`src/rtl/sdram_arbiter_if.sv`:
```
// Bundle of the request-side and controller-side signals of the SDRAM
// arbiter. The arbiter uses the slave view; the game core and SDRAM
// controller together use the master view.
interface sdram_arbiter_if #(
    parameter int ADDR_WIDTH = 23,
    parameter int DATA_WIDTH = 32,
    parameter int NUM_PORTS  = 4
);
    logic                            download;
    logic                            wr_req;
    logic [ADDR_WIDTH-1:0]           wr_addr;
    logic [DATA_WIDTH-1:0]           wr_data;
    logic                            wr_ack;
    logic [NUM_PORTS-1:0]            rd_req;
    logic [NUM_PORTS*ADDR_WIDTH-1:0] rd_addr;
    logic [NUM_PORTS-1:0]            rd_valid;
    logic [DATA_WIDTH-1:0]           rd_q;
    logic [ADDR_WIDTH-1:0]           sdram_addr;
    logic [DATA_WIDTH-1:0]           sdram_data;
    logic                            sdram_we;
    logic                            sdram_req;
    logic                            sdram_ack;
    logic                            sdram_valid;
    logic [DATA_WIDTH-1:0]           sdram_q;

    modport slave (
        input  download, wr_req, wr_addr, wr_data, rd_req, rd_addr,
               sdram_ack, sdram_valid, sdram_q,
        output wr_ack, rd_valid, rd_q,
               sdram_addr, sdram_data, sdram_we, sdram_req
    );

    modport master (
        output download, wr_req, wr_addr, wr_data, rd_req, rd_addr,
               sdram_ack, sdram_valid, sdram_q,
        input  wr_ack, rd_valid, rd_q,
               sdram_addr, sdram_data, sdram_we, sdram_req
    );
endinterface

```
`src/rtl/sdram_arbiter.sv`:
```
// Shares one SDRAM controller between the ROM download writer and
// NUM_PORTS read requesters. Strobes are latched into pending slots; a
// pending write always wins, reads are served round-robin, and only one
// transaction is outstanding at the controller at any time.
module sdram_arbiter #(
    parameter int ADDR_WIDTH = 23,
    parameter int DATA_WIDTH = 32,
    parameter int NUM_PORTS  = 4
) (
    input logic         clk,
    input logic         reset_n,
    sdram_arbiter_if.slave bus
);
    localparam int PW = (NUM_PORTS > 1) ? $clog2(NUM_PORTS) : 1;

    localparam logic [1:0] ST_IDLE = 2'd0;
    localparam logic [1:0] ST_REQ  = 2'd1;
    localparam logic [1:0] ST_WAIT = 2'd2;

    logic [1:0]            state_r;
    logic                  wr_pend_r;
    logic [ADDR_WIDTH-1:0] wr_addr_r;
    logic [DATA_WIDTH-1:0] wr_data_r;
    logic [NUM_PORTS-1:0]  rd_pend_r;
    logic [ADDR_WIDTH-1:0] rd_addr_r [NUM_PORTS];
    logic [PW-1:0]         last_r;
    logic [PW-1:0]         owner_r;
    logic                  owner_wr_r;

    logic [ADDR_WIDTH-1:0] sdram_addr_r;
    logic [DATA_WIDTH-1:0] sdram_data_r;
    logic                  sdram_we_r;
    logic                  sdram_req_r;
    logic                  wr_ack_r;
    logic [NUM_PORTS-1:0]  rd_valid_r;
    logic [DATA_WIDTH-1:0] rd_q_r;

    logic                  sel_found_s;
    logic [PW-1:0]         sel_idx_s;
    logic [PW-1:0]         idx_s;
    logic                  grant_wr_s;
    logic                  grant_rd_s;

    assign bus.sdram_addr = sdram_addr_r;
    assign bus.sdram_data = sdram_data_r;
    assign bus.sdram_we   = sdram_we_r;
    assign bus.sdram_req  = sdram_req_r;
    assign bus.wr_ack     = wr_ack_r;
    assign bus.rd_valid   = rd_valid_r;
    assign bus.rd_q       = rd_q_r;

    // Round-robin search for the first pending read after the last served port.
    always_comb begin
        sel_found_s = 1'b0;
        sel_idx_s   = last_r;
        idx_s       = last_r;
        for (int k = 1; k <= NUM_PORTS; k++) begin
            idx_s       = PW'((int'(last_r) + k) % NUM_PORTS);
            sel_idx_s   = (!sel_found_s && rd_pend_r[idx_s]) ? idx_s : sel_idx_s;
            sel_found_s = sel_found_s | rd_pend_r[idx_s];
        end
        grant_wr_s = (state_r == ST_IDLE) && wr_pend_r;
        grant_rd_s = (state_r == ST_IDLE) && !wr_pend_r && sel_found_s && !bus.download;
    end

    // Pending slots: a new strobe beats the clear of a same-cycle grant.
    always_ff @(posedge clk or negedge reset_n) begin
        if (!reset_n) begin
            wr_pend_r <= 1'b0;
            wr_addr_r <= {ADDR_WIDTH{1'b0}};
            wr_data_r <= {DATA_WIDTH{1'b0}};
            rd_pend_r <= {NUM_PORTS{1'b0}};
            for (int i = 0; i < NUM_PORTS; i++) begin
                rd_addr_r[i] <= {ADDR_WIDTH{1'b0}};
            end
        end else begin
            if (bus.wr_req) begin
                wr_pend_r <= 1'b1;
                wr_addr_r <= bus.wr_addr;
                wr_data_r <= bus.wr_data;
            end else if (grant_wr_s) begin
                wr_pend_r <= 1'b0;
            end
            for (int i = 0; i < NUM_PORTS; i++) begin
                if (bus.download) begin
                    rd_pend_r[i] <= 1'b0;
                end else if (bus.rd_req[i]) begin
                    rd_pend_r[i] <= 1'b1;
                    rd_addr_r[i] <= bus.rd_addr[i*ADDR_WIDTH +: ADDR_WIDTH];
                end else if (grant_rd_s && (sel_idx_s == PW'(i))) begin
                    rd_pend_r[i] <= 1'b0;
                end
            end
        end
    end

    // Transaction FSM driving the controller and returning acks/read data.
    always_ff @(posedge clk or negedge reset_n) begin
        if (!reset_n) begin
            state_r      <= ST_IDLE;
            last_r       <= PW'(NUM_PORTS - 1);
            owner_r      <= {PW{1'b0}};
            owner_wr_r   <= 1'b0;
            sdram_addr_r <= {ADDR_WIDTH{1'b0}};
            sdram_data_r <= {DATA_WIDTH{1'b0}};
            sdram_we_r   <= 1'b0;
            sdram_req_r  <= 1'b0;
            wr_ack_r     <= 1'b0;
            rd_valid_r   <= {NUM_PORTS{1'b0}};
            rd_q_r       <= {DATA_WIDTH{1'b0}};
        end else begin
            wr_ack_r   <= 1'b0;
            rd_valid_r <= {NUM_PORTS{1'b0}};
            case (state_r)
                ST_IDLE: begin
                    if (grant_wr_s) begin
                        sdram_addr_r <= wr_addr_r;
                        sdram_data_r <= wr_data_r;
                        sdram_we_r   <= 1'b1;
                        sdram_req_r  <= 1'b1;
                        owner_wr_r   <= 1'b1;
                        state_r      <= ST_REQ;
                    end else if (grant_rd_s) begin
                        sdram_addr_r <= rd_addr_r[sel_idx_s];
                        sdram_data_r <= {DATA_WIDTH{1'b0}};
                        sdram_we_r   <= 1'b0;
                        sdram_req_r  <= 1'b1;
                        owner_wr_r   <= 1'b0;
                        owner_r      <= sel_idx_s;
                        last_r       <= sel_idx_s;
                        state_r      <= ST_REQ;
                    end
                end
                ST_REQ: begin
                    if (bus.sdram_ack) begin
                        sdram_req_r <= 1'b0;
                        if (owner_wr_r) begin
                            wr_ack_r <= 1'b1;
                            state_r  <= ST_IDLE;
                        end else begin
                            state_r  <= ST_WAIT;
                        end
                    end
                end
                ST_WAIT: begin
                    if (bus.sdram_valid) begin
                        rd_q_r     <= bus.sdram_q;
                        rd_valid_r <= {{(NUM_PORTS-1){1'b0}}, 1'b1} << owner_r;
                        state_r    <= ST_IDLE;
                    end
                end
                default: begin
                    sdram_req_r <= 1'b0;
                    state_r     <= ST_IDLE;
                end
            endcase
        end
    end
endmodule

```
`src/flat_wrapper.sv`:
```
// flat-port wrapper written by rule: the top's interface ports become plain ports
module sdram_arbiter_flat 
#(
    parameter int ADDR_WIDTH = 23,
    parameter int DATA_WIDTH = 32,
    parameter int NUM_PORTS  = 4
)
  (clk, reset_n, bus_download, bus_wr_req, bus_wr_addr, bus_wr_data, bus_rd_req, bus_rd_addr, bus_sdram_ack, bus_sdram_valid, bus_sdram_q, bus_wr_ack, bus_rd_valid, bus_rd_q, bus_sdram_addr, bus_sdram_data, bus_sdram_we, bus_sdram_req);
  sdram_arbiter_if #(.ADDR_WIDTH(ADDR_WIDTH), .DATA_WIDTH(DATA_WIDTH), .NUM_PORTS(NUM_PORTS)) bus_i ();
  input logic clk;
  input logic reset_n;
  input wire logic [$bits(bus_i.download)-1:0] bus_download;
  input wire logic [$bits(bus_i.wr_req)-1:0] bus_wr_req;
  input wire logic [$bits(bus_i.wr_addr)-1:0] bus_wr_addr;
  input wire logic [$bits(bus_i.wr_data)-1:0] bus_wr_data;
  input wire logic [$bits(bus_i.rd_req)-1:0] bus_rd_req;
  input wire logic [$bits(bus_i.rd_addr)-1:0] bus_rd_addr;
  input wire logic [$bits(bus_i.sdram_ack)-1:0] bus_sdram_ack;
  input wire logic [$bits(bus_i.sdram_valid)-1:0] bus_sdram_valid;
  input wire logic [$bits(bus_i.sdram_q)-1:0] bus_sdram_q;
  output wire logic [$bits(bus_i.wr_ack)-1:0] bus_wr_ack;
  output wire logic [$bits(bus_i.rd_valid)-1:0] bus_rd_valid;
  output wire logic [$bits(bus_i.rd_q)-1:0] bus_rd_q;
  output wire logic [$bits(bus_i.sdram_addr)-1:0] bus_sdram_addr;
  output wire logic [$bits(bus_i.sdram_data)-1:0] bus_sdram_data;
  output wire logic [$bits(bus_i.sdram_we)-1:0] bus_sdram_we;
  output wire logic [$bits(bus_i.sdram_req)-1:0] bus_sdram_req;
  assign bus_i.download = bus_download;
  assign bus_i.wr_req = bus_wr_req;
  assign bus_i.wr_addr = bus_wr_addr;
  assign bus_i.wr_data = bus_wr_data;
  assign bus_i.rd_req = bus_rd_req;
  assign bus_i.rd_addr = bus_rd_addr;
  assign bus_i.sdram_ack = bus_sdram_ack;
  assign bus_i.sdram_valid = bus_sdram_valid;
  assign bus_i.sdram_q = bus_sdram_q;
  assign bus_wr_ack = bus_i.wr_ack;
  assign bus_rd_valid = bus_i.rd_valid;
  assign bus_rd_q = bus_i.rd_q;
  assign bus_sdram_addr = bus_i.sdram_addr;
  assign bus_sdram_data = bus_i.sdram_data;
  assign bus_sdram_we = bus_i.sdram_we;
  assign bus_sdram_req = bus_i.sdram_req;
  sdram_arbiter #(.ADDR_WIDTH(ADDR_WIDTH), .DATA_WIDTH(DATA_WIDTH), .NUM_PORTS(NUM_PORTS)) u_core (.clk(clk), .reset_n(reset_n), .bus(bus_i));
endmodule
```
`config.mk`:
```
export PLATFORM = sky130hd
export DESIGN_NAME = sdram_arbiter_flat
export DESIGN_NICKNAME = d
export VERILOG_FILES = /design/src/rtl/sdram_arbiter_if.sv /design/src/rtl/sdram_arbiter.sv /design/src/flat_wrapper.sv
export SDC_FILE = /design/constraint.sdc
export NUM_CORES = 1
export LEC_CHECK = 0
export ABC_AREA = 1
export CAP_MARGIN = 5
export CORE_UTILIZATION = 43
export DETAILED_ROUTE_END_ITERATION = 7
export PLACE_DENSITY = 0.79
export SETUP_SLACK_MARGIN = 0.1
export SLEW_MARGIN = 0
export SYNTH_ARGS = -nofsm -noshare
export SYNTH_HDL_FRONTEND = slang
export SYNTH_SLANG_ARGS = --single-unit
```
`constraint.sdc`:
```
create_clock -name clk -period 3.6 [get_ports clk]
set_clock_uncertainty 0.15 [all_clocks]
set_input_delay 0.54 -clock clk [delete_from_list [all_inputs] [get_ports clk]]
set_output_delay 0.54 -clock clk [all_outputs]
set_load 0.02 [all_outputs]
```
; Yosys cells after proc, flatten, opt, wreduce, memory -nomap -nowiden
; Index checks and enable logic that the tools add are counted.
[word_totals]
wordCells = 129
input_bits = 189
register_bits = 252
output_inout_bits = 94
[classes]
eq_ne = 8
reduce_logical = 33
n_shift = 1
bitwise = 7
n_lt_le_gt_ge = 5
muxes = 50
addsub = 4
[ops]
columns = op, count
row1 = $mux W23, 4
row2 = $mux W32, 2
row3 = $bmux W23 S2, 1
row4 = $mux W1, 26
row5 = $mux W2, 9
row6 = $lt A2 B3 Y1 const B, 4
row7 = $reduce_and A2 Y1, 6
row8 = $reduce_bool A3 Y1, 4
row9 = $logic_and A1 B1 Y1, 11
row10 = $reduce_and A3 Y1, 3
row11 = $bmux W1 S2, 4
row12 = $mux W4, 2
row13 = $eq A2 B2 Y1 const B, 3
row14 = $pmux W2 S3, 1
row15 = $logic_not A1 Y1, 5
row16 = $add A2 B1 Y2 const B, 2
row17 = $add A2 B2 Y2 const B, 2
row18 = $eq A2 B1 Y1 const B, 2
row19 = $logic_not A2 Y1, 2
row20 = $ne A2 B2 Y1 const B, 2
row21 = $reduce_bool A2 Y1, 2
row22 = $shl A1 B2 Y4 const A, 1
row23 = $ge A3 B3 Y1 const B, 1
row24 = $ne A3 B1 Y1 const B, 1
row25 = 4 further kinds, 8

; Depth between registers and ports, before layout
; Gate-level depths: netlist (run 1).
[depth]
ltp_word = 14
ltp_mapped = 17
mapped_depth_nobuf = 15

; Worst setup path after synthesis (run 1)
; No wires, ideal clock.
[synth_path]
kind = flip-flop to flip-flop
startpoint = register u_core.last_r[0]
endpoint = register u_core.sdram_addr_r[16] (netlist: u_core.bus.sdram_addr[16])
arrival_ps = 1711
n_path_buf = 3
path_stages_with_launch = 17
slack_ps = 1622
setup_ps = 116
cell_sequence = dfstp_2 > buf_6 > inv_6 > nand2_1 > nand2_2 > nand2_1 > nand2_2 > inv_4 > nand3_2 > buf_6 > buf_2 > nand3_1 > nand2_1 > nand2_1 > nand3_1 > nand2_1 > nand2_1
[synth_via]
elab_chain_len = 14
elab_cells_between_ends = 35
cone_classes = 4 x add/sub / 17 x mux / 4 x bitwise / 10 x reduce/logical
[synth_rtl]
columns = element, line_no
row1 = "start, declared", sdram_arbiter.sv:26  ; logic [PW-1:0] last_r;
row2 = "start signal, assigned", sdram_arbiter.sv:101  ; last_r <= PW'(NUM_PORTS - 1);
row3 = "start signal, assigned", sdram_arbiter.sv:130  ; last_r <= sel_idx_s;
row4 = $add A2 B1 Y2 or $add A2 B2 Y2 (tied branches), sdram_arbiter.sv:58  ; idx_s = PW'((int'(last_r) + k) % NUM_PORTS);
row5 = $bmux W1 S2, "sdram_arbiter.sv:59, sdram_arbiter.sv:60"
row6 = $mux W1 (not written as such), "sdram_arbiter.sv:59, sdram_arbiter.sv:60"
row7 = $logic_not A1 Y1 or $or A1 B1 Y1 (tied branches), "sdram_arbiter.sv:59, sdram_arbiter.sv:60"
row8 = $logic_and A1 B1 Y1 (tied with other cells), sdram_arbiter.sv:59  ; sel_idx_s = (!sel_found_s && rd_pend_r[idx_s]) ? idx_s : sel_idx_s;
row9 = $mux W2 (tied with other cells), sdram_arbiter.sv:59
row10 = $mux W2 or $logic_and A1 B1 Y1 (tied branches), sdram_arbiter.sv:59
row11 = $mux W2, sdram_arbiter.sv:59
row12 = $not A2 Y3 (not written as such), sdram_arbiter.sv:124  ; sdram_addr_r <= rd_addr_r[sel_idx_s];
row13 = $bmux W23 S2, sdram_arbiter.sv:124
row14 = $mux W23 (not written as such) (2 in series), sdram_arbiter.sv:124
row15 = $mux W23, sdram_arbiter.sv:123  ; end else if (grant_rd_s) begin
row16 = $mux W23, sdram_arbiter.sv:116  ; if (grant_wr_s) begin
row17 = "end signal, assigned", sdram_arbiter.sv:104  ; sdram_addr_r <= {ADDR_WIDTH{1'b0}};
row18 = "end signal, assigned", sdram_arbiter.sv:117  ; sdram_addr_r <= wr_addr_r;
row19 = "end signal, assigned", sdram_arbiter.sv:124
row20 = "end, declared", sdram_arbiter.sv:30  ; logic [ADDR_WIDTH-1:0] sdram_addr_r;
; Parallel ways exist; a longest one is shown, timed or not. The select of a mux whose other input is x is not followed.
; A chain may end at the register's enable or synchronous reset.

; Worst setup path in the final report (run 1)
[layout_path]
startpoint = register u_core.last_r[0]
endpoint = register u_core.sdram_addr_r[5] (netlist: u_core.bus.sdram_addr[5])
; The elaborated chain is that of the path after synthesis.

==> results of run 1 <==
[registers in the layout, indices dropped and copies added, names as in the netlist, 2 cells and up]
name and count:
u_core.bus.rd_q 32, u_core.bus.rd_valid 4, u_core.bus.sdram_addr 23, u_core.bus.sdram_data 32, u_core.last_r 2, u_core.owner_r 2, u_core.rd_addr_r 92, u_core.rd_pend_r 4
u_core.state_r 2, u_core.wr_addr_r 23, u_core.wr_data_r 32
[cells in the mapped netlist (all sizes together)]
cell    number
a21oi       54
buf         36
clkbuf      34
clkinv       2
dfrtp      250
dfstp        2
inv         92
mux2        78
nand2      303
nand3      149
nand4        2
nor2        97
nor3         6
o21ai       70
[layout make-up]
type | count | area [sq um]
Fill cell | 2084 | 9740
Tap cell | 324 | 405
Clock buffer | 40 | 837
Inverter | 94 | 363
Sequential cell | 252 | 6310
Clock inverter | 5 | 100
Timing Repair Buffer | 300 | 3010
Multi-Input combinational cell | 759 | 3840
[layer usage]
metal | global-route usage [%] | vias to the layer above | wire length (um)
met1 | 32.7 | 4362 | 13100
li1 | - | 4281 | -
met2 | 36.1 | 396 | 13600
met3 | 6.81 | 57 | 2940
met4 | 7.42 | 2 | 917
met5 | 0 | - | 13
[report_power, final]
part	switching (uW)	internal (uW)	total, uW
clock	1110	1800	2920
sequential	468	3590	4050
combinational	3400	2190	5580
total	4980	7570	12600
[timing repair]
| action | in CTS | in global routing |
|---|---|---|
| gates resized for setup | 0 | 0 |
| endpoints found under the hold margin | 102 | 0 |
| hold buffers | 1 | 0 |
[metrics by stage]
stage	instance area (sq um)	power [uW]	cells
after floorplan	10900	7600	1175
after global placement	13900	9460	1728
after detailed placement	13900	9630	1728
after CTS	14900	12600	1774
after global routing	14900	13300	1774
final	14900	12600	1774
[worst paths after layout]
path                       slack [ps]               from                       end  cells after the start
min                               300  u_core.owner_r[1]    u_core.bus.rd_valid[1]                      1
min in group asynchronous         520            reset_n  u_core.bus.sdram_data[5]                      2
min reg2reg                       300  u_core.owner_r[1]    u_core.bus.rd_valid[1]                      1
max in group asynchronous        1830            reset_n      u_core.rd_addr_r[55]                      3
max                               690   u_core.last_r[0]  u_core.bus.sdram_addr[5]                     14
max reg2reg                       690   u_core.last_r[0]  u_core.bus.sdram_addr[5]                     14
[kinds of logic after synthesis]
family | Yosys count
AOI/OAI and AO/OA | 124
buffers and inverters | 164
DFF | 252
and+or+nand+nor | 557
muxes | 78
==> flow_summary.yaml, run 1 <==
die:
  initial_core_util_pct: 44.3
  ios: 283
  die_y_um: 161
  die_area_sq_um: 26000
  core-area_sq_um: 24600
  fp.dieW_um: 161
  rows: 57
placement:
  io_buffers: 282
  gp_congestion: 0.930
  dp_hpwl_um: 20800
  placement.setup.worst_slack_ps: 749
power:
  p_leak_uw: 0.00706
  max-vdd-ir-drop_v: 0.000697
  power.density_nw_per_um2: 844
sta:
  layout_setup_ws_ps: 686
  setup_tns_ps: 0
  max_freq_ghz: 0.343
  rsz0062_at_grt: "no"
  timing.final.crit_share_pct: 80.9
  tightestPinTransition_ps: 910
  slew_violations: 0
  hold_viol_final: 0
  timing.hold.ws_ps: 305
  period_minus_slack_ps: 2910
  setup_viol: 0
  max-slew-margin-rel_pct: 39.3
logic_synthesis:
  synth-xor-area-share_pct: 0
  synth-compound-area-share_pct: 5.73
  synthAdderAreaFrac_pct: 0
  synth_top_cell_by_area: "dfrtp_1"
  muxShareOfSynthArea_pct: 8.07
  yosys.area_share.simple_pct: 21.5
  ys_seq_area_share_pct: 57.9
  synth-seq-cells: 252
  netlist-cell-type-count: 27
  avgSynthCellArea_sq_um: 9.27
  synth_top_family_by_area: "simple AND/OR/NAND/NOR gates"
  synth_top_area_share_pct: 57.5
  synthCells: 1175
  ys_top_cells_by_area: "dfrtp_1 57%, nand2_1 10%, mux2_2 8.1%"
  synth_area_sq_um: 10900
  synth_nets: 1364
  ys_warn_count: 0
cts:
  h-tree-depth: 1
  clkSinkCount: 252
  cts_made_buffers: 28
  cts_setup_buffers: 0
  clk_pin_slew_worst_paths_ps: 60
  clk_path_buf_depth: 3
  root_buffer: "clkbuf_16"
  worstSkewPairLatency_ps: 530
  cts_tree: "built"
setup_path:
  cp-end-kind: "flop"
  setup.worst_path.class: "reg -> reg"
  crit_family: "simple AND/OR/NAND/NOR gates"
  critPathLaunchType: "flop"
  slowest_stage: "dfstp_2"
  required_ps: 3870
  slowest_delay_ps: 670
  cp.buffers_inverters: 3
  cp_cell_sequence: "inv_6 > nand2_1 > nand2_1 > nand2_1 > nand2_2 > inv_4 > nand2_2 > nand2_1 > buf_4 > nand3_1 > nand3_1 > nand3_1 > nand2_1 > nand2_1"
  critical_path.max_fanout: 27
  cpMostUsedCell: "nand2_1"
  crit_arrival_ps: 3180
min_path:
  hold_class: "reg -> reg"
drt:
  drtIter0Drc: 747
  wl_per_cell_um: 17.2
  antenna_left: 0
  drcViolationCount: 0
  routed_wl_um: 30600
  dr.pass1.iters: 5
  avgViaCountPerCell: 5.13
  vias: 9098
layout:
  area_growth_pct: 36.6
  layout_commonest_cell: "nand2_1"
  diodes: 0
  postLayoutCoreUtil_pct: 60.4
  fin_nets: 1624
  final_cell_mix: "294 x nand2_1, 280 x clkdlybuf4s50_1, 250 x dfrtp_1, 147 x nand3_1, 95 x nor2_1"
  drive_above_1_share_pct: 11.0
grt:
  grtUsageTotal_pct: 23.7
  grt_overflow: 0
  grt_max_degree: 110
  grt_pass1_vias: 9133
  antenna_found_initial: 2
  grt_pass1_wl_um: 48800
run:
  maxCapViolCount: 0
run_status:
  status: "finished clean"
Power figures use the tool's default switching activity.
==> run 2, diff against run 1 <==
--- a/config.mk
+++ b/config.mk
@@ -9,7 +9,7 @@
 export CAP_MARGIN = 5
 export CORE_UTILIZATION = 43
 export DETAILED_ROUTE_END_ITERATION = 7
-export PLACE_DENSITY = 0.79
+export PLACE_DENSITY = 0.82
 export SETUP_SLACK_MARGIN = 0.1
 export SLEW_MARGIN = 0
 export SYNTH_ARGS = -nofsm -noshare
==> constraint.sdc (replaced) <==
create_clock -name clk -period 2.4 [get_ports clk]
set_clock_uncertainty 0.15 [all_clocks]
set_input_delay 0.36 -clock clk [delete_from_list [all_inputs] [get_ports clk]]
set_output_delay 0.36 -clock clk [all_outputs]
set_load 0.02 [all_outputs]
==> run 2 against run 1 <==
Via count grew 4.8%. Fmax grew 22%. Sequential cell count is the same. Critical endpoint is now u_core.bus.sdram_addr[2]. Worst setup slack lost 670 ps. Non-clock buffer count grew 39. Combinational power grew 95%. Total power grew 67%. Routed wire length grew 12%. The flow now finishes with violations (DRC). Critical path depth grew 1. First-iteration DRC count grew 4.6%. Design area grew 5.3%.
==> flow_summary.yaml, run 2 (same netlist as run 1, synthesis figures left out) <==
run_status:
  status: "finished, violations left"
  violations: "DRC"
grt:
  grt_overflow: 0
  grt_max_degree: 88
  antenna_found_initial: 2
  grt_pass1_wl_um: 49400
  grtUsageTotal_pct: 23.8
  grt_pass1_vias: 9246
setup_path:
  critPathLaunchType: "flop"
  crit_family: "simple AND/OR/NAND/NOR gates"
  cp_num_cells: 15
  cp-end-kind: "flop"
  cp_cell_sequence: "clkinv_4 > buf_6 > nand2_4 > nand2_4 > nand2_2 > nand2_4 > inv_8 > nand3_4 > buf_12 > nand3_1 > nand2_1 > nand2_1 > nand3_1 > nand2_1 > nand2_1"
  rr_startpoint: "u_core.last_r[0]"
  crit_arrival_ps: 2650
  cpMostUsedCell: "nand2_1"
  reg2reg_depth: 15
  crit_start: "u_core.last_r[0]"
  required_ps: 2660
  cp.buffers_inverters: 4
  slowest_delay_ps: 600
  setup.worst_path.class: "reg -> reg"
  slowest_stage: "dfstp_2"
  r2r_slack_ps: 20
  critical_path.max_fanout: 24
layout:
  largest_reg_flops: 92
  final_cell_mix: "280 x clkdlybuf4s50_1, 278 x nand2_1, 250 x dfrtp_1, 129 x nand3_1, 94 x nor2_1"
  design_area_sq_um: 15700
  fin_nets: 1662
  postLayoutCoreUtil_pct: 63.6
  drive_above_1_share_pct: 15.5
  layout_commonest_cell: "clkdlybuf4s50_1"
  regMostFlops: "u_core.rd_addr_r"
  n_fill_cell: 1908
  area_growth_pct: 43.7
run:
  maxCapViolCount: 0
cts:
  cts_tree: "built"
  clkSinkCount: 252
  clk_pin_slew_worst_paths_ps: 60
  root_buffer: "clkbuf_16"
  h-tree-depth: 1
  clk_path_buf_depth: 3
  cts_made_buffers: 27
  worstSkewPairLatency_ps: 550
sta:
  timing.hold.ws_ps: 147
  hold_viol_final: 0
  period_minus_slack_ps: 2380
  rsz0062_at_grt: "yes"
  setup_viol: 0
  tightestPinTransition_ps: 765
  max-slew-margin-rel_pct: 49.0
  timing.final.crit_share_pct: 99.3
  max_freq_ghz: 0.420
  slew_violations: 0
drt:
  drtIter0Drc: 781
  avgViaCountPerCell: 5.26
  drcViolationCount: 2
  dr.pass1.iters: 7
  wl_per_cell_um: 18.9
  antenna_left: 0
  routed_wl_um: 34300
  vias: 9536
die:
  rows: 57
  fp.dieW_um: 161
  initial_core_util_pct: 44.3
  die_area_sq_um: 26000
  ios: 283
  die_y_um: 161
  core-area_sq_um: 24600
min_path:
  hold_class: "in -> async"
placement:
  place_area_sq_um: 14100
  dp_hpwl_um: 21300
  io_buffers: 282
  gp_congestion: 0.897
power:
  report.power.total_uw: 21000
  p_leak_uw: 0.00744
  max-vdd-ir-drop_v: 0.000754
  power.density_nw_per_um2: 1340
## run 2: cell type report
class	count	area [sq um]	share of cell area, %
Antenna cell	1	2.50	0.0160
Inverter	94	375	2.40
Sequential cell	252	6310	40.3
Clock inverter	7	60.1	0.384
Tap cell	324	405	2.59
Clock buffer	38	747	4.77
Timing Repair Buffer	339	3650	23.3
Multi-Input combinational cell	759	4100	26.2
## run 2: metrics by stage
stage | TNS (ps) | worst slack (ps) | instances
after detailed placement | 0 | 65.6 | 1736
after global placement | 0 | 145 | 1736
final | 0 | 17.6 | 1814
after CTS | 0 | 107 | 1789
after global routing | -499 | -99.2 | 1813
after floorplan | 0 | 422 | 1175
## run 2: metal layers
metal | track usage, % | wire length (um) | vias to the layer above
li1 | - | - | 4367
met1 | 32.3 | 13500 | 4556
met2 | 37.8 | 16100 | 518
met3 | 6.75 | 3610 | 93
met4 | 5.92 | 1140 | 2
met5 | 0 | 8 | -
## run 2: worst reg2reg max path, delay by kind of cell, from the launching register on
kind	cells	cell delay, ps
buf+inv	4	520
flops	1	600
simple gates	11	980
## run 2: worst paths after layout
kind,to
max in group asynchronous,u_core.bus.sdram_data[22]
min,u_core.bus.rd_q[12]
min reg2reg,u_core.bus.rd_valid[0]
max reg2reg,u_core.bus.sdram_addr[2]
min in group clk,u_core.wr_addr_r[17]
max,u_core.bus.sdram_addr[2]
## run 2: timing repair
item | in CTS | in global routing
endpoints found under the hold margin | 200 | 0
hold buffers | 1 | 0
endpoints found under the setup margin | 6 | 34
resized for setup | 8 | 72
pin swaps | 2 | 14
buffers inserted | 5 | 15
gates cloned | 2 | 9
## run 2: power breakdown
| part | internal, uW | switching (uW) |
|---|---|---|
| logic | 4750 | 6190 |
| clock network | 2250 | 1700 |
| registers | 5380 | 703 |
==> run 3, diff against run 2 <==
--- a/config.mk
+++ b/config.mk
@@ -9,7 +9,7 @@
 export CAP_MARGIN = 5
 export CORE_UTILIZATION = 43
 export DETAILED_ROUTE_END_ITERATION = 7
-export PLACE_DENSITY = 0.82
+export PLACE_DENSITY = 0.75
 export SETUP_SLACK_MARGIN = 0.1
 export SLEW_MARGIN = 0
 export SYNTH_ARGS = -nofsm -noshare
==> run 3 against run 2 <==
The run now ends clean. Global-route usage decreased by 0.37 points. Sequential share of layout area increased by 0.39 points. Die area unchanged. Sequential cell count unchanged. Routed wire length decreased by 6.4%. Total power decreased by 2.2%. Critical path type unchanged. Critical endpoint is now u_core.bus.sdram_addr[20].
==> flow_summary.yaml, run 3 (same netlist as run 1, synthesis figures left out) <==
die:
  core-area_sq_um: 24600
  fp.dieW_um: 161
  die_area_sq_um: 26000
  ios: 283
  die_y_um: 161
  initial_core_util_pct: 44.3
  rows: 57
cts:
  cts_made_buffers: 28
  clk_path_buf_depth: 3
  clk_pin_slew_worst_paths_ps: 70
  worstSkewPairLatency_ps: 540
  root_buffer: "clkbuf_16"
  h-tree-depth: 1
  cts_tree: "built"
  clkSinkCount: 252
min_path:
  hold_class: "in -> async"
sta:
  period_minus_slack_ps: 2300
  setup_viol: 0
  rsz0062_at_grt: "yes"
  max_freq_ghz: 0.434
  setup_tns_ps: 0
  slew_violations: 0
  max-slew-margin-rel_pct: 48.6
  timing.final.crit_share_pct: 96.0
  hold_viol_final: 0
  tightestPinTransition_ps: 770
setup_path:
  rr_startpoint: "u_core.last_r[0]"
  cp.buffers_inverters: 2
  reg2reg_depth: 14
  critPathLaunchType: "flop"
  required_ps: 2720
  slowest_stage: "dfstp_2"
  r2r_slack_ps: 100
  reg2reg_to: "u_core.bus.sdram_addr[20]"
  crit_family: "simple AND/OR/NAND/NOR gates"
  cp-end-kind: "flop"
  cp_cell_sequence: "buf_6 > nand2_1 > nand3_1 > nand2_2 > nand2_4 > nand2_4 > nand2_8 > clkbuf_16 > nand3_1 > nand2_1 > nand2_1 > nand3_1 > nand2_1 > nand2_1"
  cpMostUsedCell: "nand2_1"
  crit_arrival_ps: 2620
  crit_start: "u_core.last_r[0]"
  critical_path.max_fanout: 7
  slowest_delay_ps: 630
  cp_num_cells: 14
  crit_end: "u_core.bus.sdram_addr[20]"
  setup.worst_path.class: "reg -> reg"
layout:
  area_growth_pct: 42.4
  largest_reg_flops: 92
  drive_above_1_share_pct: 13.6
  fin_nets: 1650
  fin_cells: 1807
  regMostFlops: "u_core.rd_addr_r"
  final_cell_mix: "286 x nand2_1, 280 x clkdlybuf4s50_1, 250 x dfrtp_1, 147 x nand3_1, 95 x nor2_1"
  layout_commonest_cell: "nand2_1"
  diodes: 0
grt:
  gr-usage-met3_pct: 6.65
  grt_pass1_wl_um: 48500
  use_met2_pct: 35.9
  grtUsageTotal_pct: 23.5
  grtUsageMet1_pct: 32.1
  grt_pass1_vias: 8991
  grt_overflow: 0
  grt_max_degree: 88
  grt-busiest-layer: "met2"
  antenna_found_initial: 1
drt:
  routed_wl_um: 32100
  vias: 9214
  avgViaCountPerCell: 5.10
  dr.pass1.iters: 6
  drtIter0Drc: 695
  drcViolationCount: 0
  wl_per_cell_um: 17.8
  antenna_left: 0
placement:
  dp_hpwl_um: 21000
  placedCellCount: 1735
  io_buffers: 282
  gp_congestion: 0.861
run:
  maxCapViolCount: 0
power:
  max-vdd-ir-drop_v: 0.000872
  p_leak_uw: 0.00737
  sw_frac_of_total_pct: 39.5
  p_int_uw: 12400
  p_comb_share_pct: 48.8
  power_frac_clock_pct: 21.8
  power.density_nw_per_um2: 1320
  switchingPower_uw: 8110
  p_seq_share_pct: 29.4
run_status:
  status: "finished clean"
[run 3: routing by layer]
metal / vias to the layer above / part of all wire [%]
met1: 4396 / 41
met4: 2 / 3.2
met5: - / 0.040
li1: 4359 / -
met3: 63 / 9.6
met2: 394 / 46
[run 3: area by class of cell]
| class | instances | area (sq um) |
|---|---|---|
| flip-flops and latches | 252 | 6310 |
| clock buffers | 39 | 833 |
| multi-input cells | 759 | 3900 |
| repair buffers | 326 | 3550 |
| inverters | 94 | 365 |
| fillers | 1982 | 9100 |
| well taps | 324 | 405 |
| clock inverters | 13 | 143 |
[run 3: power groups by stage]
stage	registers (uW)	logic, uW	clock network, uW
6_report	6030	10000	4480
5_1_grt	6140	10700	4700
4_1_cts	6030	8800	4540
3_5_place_dp	6070	8720	0
3_3_place_gp	6050	8550	0
2_1_floorplan	6810	4580	0
[run 3: worst min path at each step]
stage | endpoint | start | cells after the start | slack [ps]
after detailed placement | u_core.bus.rd_valid[2] | reset_n | 1 | 160
after floorplan | u_core.bus.rd_q[0] | reset_n | 0 | -90
final | u_core.bus.rd_valid[3] | reset_n | 2 | 200
after global routing | u_core.bus.rd_valid[2] | reset_n | 2 | 220
after global placement | u_core.bus.rd_valid[0] | reset_n | 1 | 160
after CTS | u_core.bus.rd_valid[2] | reset_n | 2 | 200
[run 3: what timing repair did]
action / CTS / global route
endpoints found under the setup margin: 6 / 51
pin swaps: 0 / 5
setup buffers: 1 / 7
gates cloned: 0 / 11
gates resized for setup: 1 / 25
hold buffers: 1 / 0
endpoints found under the hold margin: 87 / 0
[run 3: per-stage QoR]
step	power, uW	area (sq um)	util (%)	hold WS, ps	setup WS, ps
4_1_cts	19400	15100	61.4	197	118
2_1_floorplan	11400	10900	-	-85.6	422
3_3_place_gp	14600	14100	57.4	162	190
6_report	20500	15500	63.0	199	96.4
5_1_grt	21600	15500	63.0	220	28.8
3_5_place_dp	14800	14100	57.4	157	86.3
